===== src/rtl/axi_mem_arbiter.sv =====
// Two-requester (fetch / data) arbiter in front of a single SRAM-like memory port, one transaction in flight.
// Build option: define ARB_RR_EN to alternate grants when both requesters contend in IDLE.
module axi_mem_arbiter #(
    parameter int ADDR_W = 32,
    parameter int DATA_W = 32
) (
    input  logic              clk,
    input  logic              rst,
    input  logic              inst_req,
    input  logic [ADDR_W-1:0] inst_addr,
    output logic              inst_addr_ok,
    output logic [DATA_W-1:0] inst_rdata,
    output logic              inst_data_ok,
    input  logic              data_req,
    input  logic              data_wr,
    input  logic [1:0]        data_size,
    input  logic [ADDR_W-1:0] data_addr,
    input  logic [DATA_W-1:0] data_wdata,
    output logic              data_addr_ok,
    output logic [DATA_W-1:0] data_rdata,
    output logic              data_data_ok,
    output logic              mem_req,
    output logic              mem_wr,
    output logic [1:0]        mem_size,
    output logic [ADDR_W-1:0] mem_addr,
    output logic [DATA_W-1:0] mem_wdata,
    input  logic              mem_addr_ok,
    input  logic [DATA_W-1:0] mem_rdata,
    input  logic              mem_data_ok,
    output logic              busy
);

    typedef enum logic [1:0] {
        IDLE = 2'd0,
        ADDR = 2'd1,
        WAIT = 2'd2
    } state_e;

    state_e state_q, state_d;
    logic   owner_q, owner_d;
    logic   last_owner_q, last_owner_d;

    logic any_req;
    logic sel_data;
    logic cur_owner;
    logic issue;
    logic addr_hs;
    logic done;

    assign any_req = inst_req | data_req;

`ifdef ARB_RR_EN
    // Under contention the requester that did not own the last transaction wins.
    assign sel_data = data_req & (~inst_req | ~last_owner_q);
`else
    assign sel_data = data_req;
    logic unused_last_owner;
    assign unused_last_owner = last_owner_q;
`endif

    // In IDLE the choice is made combinationally so the request leaves in the same cycle.
    assign cur_owner = (state_q == IDLE) ? sel_data : owner_q;
    assign issue     = rst & (((state_q == IDLE) & any_req) | (state_q == ADDR));
    assign addr_hs   = issue & mem_addr_ok;
    assign done      = rst & (state_q == WAIT) & mem_data_ok;

    assign mem_req   = issue;
    assign mem_wr    = issue & cur_owner & data_wr;
    assign mem_size  = !issue ? 2'd0 : (cur_owner ? data_size : 2'd2);
    assign mem_addr  = !issue ? '0 : (cur_owner ? data_addr : inst_addr);
    assign mem_wdata = (issue & cur_owner) ? data_wdata : '0;

    assign inst_addr_ok = addr_hs & ~cur_owner;
    assign data_addr_ok = addr_hs & cur_owner;
    assign inst_data_ok = done & ~owner_q;
    assign data_data_ok = done & owner_q;
    assign inst_rdata   = inst_data_ok ? mem_rdata : '0;
    assign data_rdata   = data_data_ok ? mem_rdata : '0;

    assign busy = rst & ((state_q != IDLE) | any_req);

    always_comb begin
        state_d      = state_q;
        owner_d      = owner_q;
        last_owner_d = last_owner_q;
        case (state_q)
            IDLE: begin
                if (any_req) begin
                    owner_d = sel_data;
                    state_d = mem_addr_ok ? WAIT : ADDR;
                end
            end
            ADDR: begin
                if (mem_addr_ok) begin
                    state_d = WAIT;
                end
            end
            WAIT: begin
                // Completions seen outside WAIT are spurious and never reach this branch.
                if (mem_data_ok) begin
                    state_d      = IDLE;
                    last_owner_d = owner_q;
                end
            end
            default: begin
                state_d = IDLE;
            end
        endcase
    end

    always_ff @(posedge clk or negedge rst) begin
        if (!rst) begin
            state_q      <= IDLE;
            owner_q      <= 1'b0;
            last_owner_q <= 1'b0;
        end else begin
            state_q      <= state_d;
            owner_q      <= owner_d;
            last_owner_q <= last_owner_d;
        end
    end

endmodule


===== config.mk =====
export PLATFORM = sky130hd
export DESIGN_NAME = axi_mem_arbiter
export DESIGN_NICKNAME = d
export VERILOG_FILES = /design/src/rtl/axi_mem_arbiter.sv
export SDC_FILE = /design/constraint.sdc
export NUM_CORES = 1
export LEC_CHECK = 0
export ABC_AREA = 1
export CAP_MARGIN = 20
export CORE_AREA = 2 2 108 110
export CTS_BUF_LIST = sky130_fd_sc_hd__clkbuf_2
export CTS_CLUSTER_DIAMETER = 120
export DETAILED_ROUTE_END_ITERATION = 8
export DIE_AREA = 0 0 110 112
export DONT_BUFFER_PORTS = 1
export HOLD_SLACK_MARGIN = 0.08
export PLACE_DENSITY_LB_ADDON = 0.1
export SETUP_SLACK_MARGIN = 0.02
export SYNTH_ARGS = -nofsm -noshare
export SYNTH_HDL_FRONTEND = slang
export SYNTH_SLANG_ARGS = --single-unit

===== constraint.sdc =====
create_clock -name clk -period 2 [get_ports clk]
set_clock_uncertainty 0.2 [all_clocks]
set_input_delay 0.1 -clock clk [delete_from_list [all_inputs] [get_ports clk]]
set_output_delay 0.1 -clock clk [all_outputs]
set_load 0.02 [all_outputs]

==> flow_summary_export.csv <==
group,metric,value,unit
run_status,status,"finished clean",
power_and_ir_drop,pwr-share-comb,88.1,%
floorplanning,std_cell_rows,39,
worst_setup_path,cp_max_fo,17,
clock_network,numCtsBuffers,3,
synth,syn_inst,382,
global_routing,grt_usage,9.96,%
worst_setup_path,regToRegSetupSlack,0.25,ns
power_and_ir_drop,seq_power_share,5.8,%
worst_setup_path,rr_worst_depth,6,
global_routing,grt_pass1_vias,2027,
place,pre_cts_ws,0.211,ns
floorplanning,initial_utilization,15.1,%
sta,rsz0062_at_grt,"true",
final_layout,layout.nets,635,
sta,fin_ws,0.0396,ns
detailed_routing,routed_wl,8010,um
detailed_routing,wl_per_cell,12.5,um
clock_network,cts.clk_slew.worst_paths,0.05,ns
power_and_ir_drop,power.internal,0.000632,W
sta,post-route-period-util,98.0,%
worst_setup_path,criticalPathCategory,"reg -> out",
final_layout,drive_gt1_share,36.6,%
global_routing,antenna_found_initial,0,
power_and_ir_drop,power_density,480,nW/um^2
hold_path,hp-start,"data_wdata[5]",
synth,yosys_warnings,0,
final_layout,area_delta_synth_final,86.2,%
global_routing,gr-total-overflow,0,
hold_path,min_path_type,"in -> out",
clock_network,cts_sinks,3,
power_and_ir_drop,switching_share,58.0,%
final_layout,layout_common_cells,"nor2_1 (138), inv_1 (105), buf_4 (101), nand3_1 (33), nor2_2 (24)",
synth,ys_seq_area_share,4.46,%
power_and_ir_drop,p_sw,0.000871,W
floorplanning,die_y,112,um
worst_setup_path,crit_path_start_kind,"flip-flop",
floorplanning,pin_count,274,
worst_setup_path,critPathRequiredTime,1.70,ns
clock_network,ctsRootBufferMaster,"clkbuf_2",
sta,layout_min_cycle_time,1.96,ns
hold_path,whs_path_depth,2,
floorplanning,die_x,110,um
power_and_ir_drop,cellLeakagePower,1.95,nW
synth,synth_area,1680,um^2
final_layout,antenna-diode-count,0,
synth,ys_seq_elements,3,
place,gp_congestion,0.721,
worst_setup_path,crit_arrival,1.66,ns
sta,worstMarginPinSlew,0.421,ns
detailed_routing,first_pass_iters,4,
sta,finalSetupViolCount,0,
detailed_routing,via_count,2556,
final_layout,n_fill_cell,1254,
hold_path,min_to,"mem_wdata[5]",
worst_setup_path,cp-end-kind,"output port",
final_layout,final_core_util,28.0,%
power_and_ir_drop,vdd_drop_max,0.149,mV
place,dp_hpwl,5830,um
floorplanning,design.die.area,12300,um^2
clock_network,clock_latency,0.22,ns
final_layout,final_common_cell,"nor2_1",
synth,syn_area_per_cell,4.41,um^2
worst_setup_path,critPathMaxStageDelay,0.40,ns
worst_setup_path,critPathMostFrequentCell,"nand2_2",
power_and_ir_drop,clockPowerShare,6.1,%
worst_setup_path,cp_slowest_cell,"dfrtp_1",
sta,hold_viol_final,0,
detailed_routing,drc,0,
global_routing,grt_max_degree,35,
clock_network,h-tree-depth,1,
sta,max_freq,0.510,GHz
floorplanning,core,11200,um^2
clock_network,cts_tree,"built",
place,portBuffers,0,
global_routing,grt_pass1_wl,9940,um
sta,drv_slew,0,
detailed_routing,drt_iter0_markers,85,
sta,slew_headroom,71.8,%
detailed_routing,viasPerCell,3.99,
detailed_routing,postRouteAntennaNets,0,
synth,synth_cell_types,19,
clock_network,clock_path_buffers,2,
worst_setup_path,r2r_end,"state_q[1]",
synth,syn-num-nets,519,
worst_setup_path,timing.rr.start,"state_q[1]",
flow_run,maxCapViolCount,0,
worst_setup_path,crit_chain,"buf_4 > nor2_4 > nand2_2 > nand2_2 > nand2_8 > nor2_1",
## worst max path at each step
stage | start | endpoint | slack, ns | depth (start not counted)
floorplan | state_q[1] | mem_wdata[11] | 0.32 | 7
global placement | state_q[0] | mem_wr | 0.25 | 6
detailed placement | state_q[1] | mem_wdata[13] | 0.21 | 6
CTS | state_q[1] | mem_wr | 0.02 | 5
global route | state_q[1] | mem_wdata[20] | -0.03 | 6
finish | state_q[1] | mem_wdata[20] | 0.04 | 6
## critical path: cells and delay by family, from the launching register on
| family | cells | cell delay (ns) |
|---|---|---|
| buffers and inverters | 1 | 0.15 |
| flip-flops | 1 | 0.40 |
| AND/OR/NAND/NOR | 5 | 0.88 |
## per-stage QoR
step / power, W / instance area (um^2) / setup TNS (ns) / cells / hold WS [ns]
floorplan: 0.000837 / 1680 / 0 / 382 / -0.396
global placement: 0.00114 / 2580 / 0 / 615 / -0.395
detailed placement: 0.00113 / 2580 / 0 / 615 / -0.395
CTS: 0.00126 / 2680 / 0 / 626 / 0.109
global route: 0.00163 / 3130 / -0.382 / 640 / 0.112
finish: 0.00150 / 3130 / 0 / 640 / 0.108
## synth_stat cells, drive strengths merged
library cell,number,share of area (%)
nor2,170,41
o22ai,1,0.37
buf,22,8.3
nand4,2,0.74
nor3,3,0.89
nand2,39,9.4
o21a,1,0.45
inv,105,23
dfrtp,3,4.5
o21ai,3,1.3
nand3,33,9.8
## cell type report
type / instances / area, um^2 / area share (%)
repair buffers: 132 / 1200 / 38.2
flip-flops and latches: 3 / 76.3 / 2.44
well taps: 143 / 179 / 5.71
multi-input cells: 253 / 1270 / 40.4
clock buffers: 4 / 20.0 / 0.639
inverters: 105 / 394 / 12.6
## layer usage
layer | vias to the layer above | wire, um | global-route usage [%]
met5 | - | 0 | 0
met4 | 0 | 0 | 0.253
met3 | 0 | 847 | 3.16
met2 | 148 | 4350 | 19.6
met1 | 1107 | 2810 | 10.6
li1 | 1301 | - | -
## state kept, by name, summed over array words and instances, names as in the netlist
signal,cells
state_q,2
owner_q,1
## power groups by stage
stage                     clock network [W]  registers [W]  logic (W)
final                             0.0000916      0.0000873    0.00132
after global routing               0.000101      0.0000886    0.00144
after CTS                         0.0000958      0.0000867    0.00107
after detailed placement                  0      0.0000868    0.00104
after global placement                    0      0.0000868    0.00105
after floorplan                           0      0.0000809   0.000756
## cell families after synthesis
| kind of cell | synth area share (%) |
|---|---|
| AND/OR/NAND/NOR | 61.7 |
| buffers and inverters | 31.7 |
| AO/OA/AOI/OAI | 2.16 |
| flip-flops | 4.46 |
## what timing repair did
item | 4_1_cts | 5_1_grt
endpoints found under the hold margin | 6 | 1
cloned | 0 | 6
resized for setup | 3 | 70
pin swaps | 1 | 18
buffers inserted | 0 | 7
hold buffers | 7 | 1
setup endpoints to repair | 25 | 123
(Power assumes the default switching activity.)
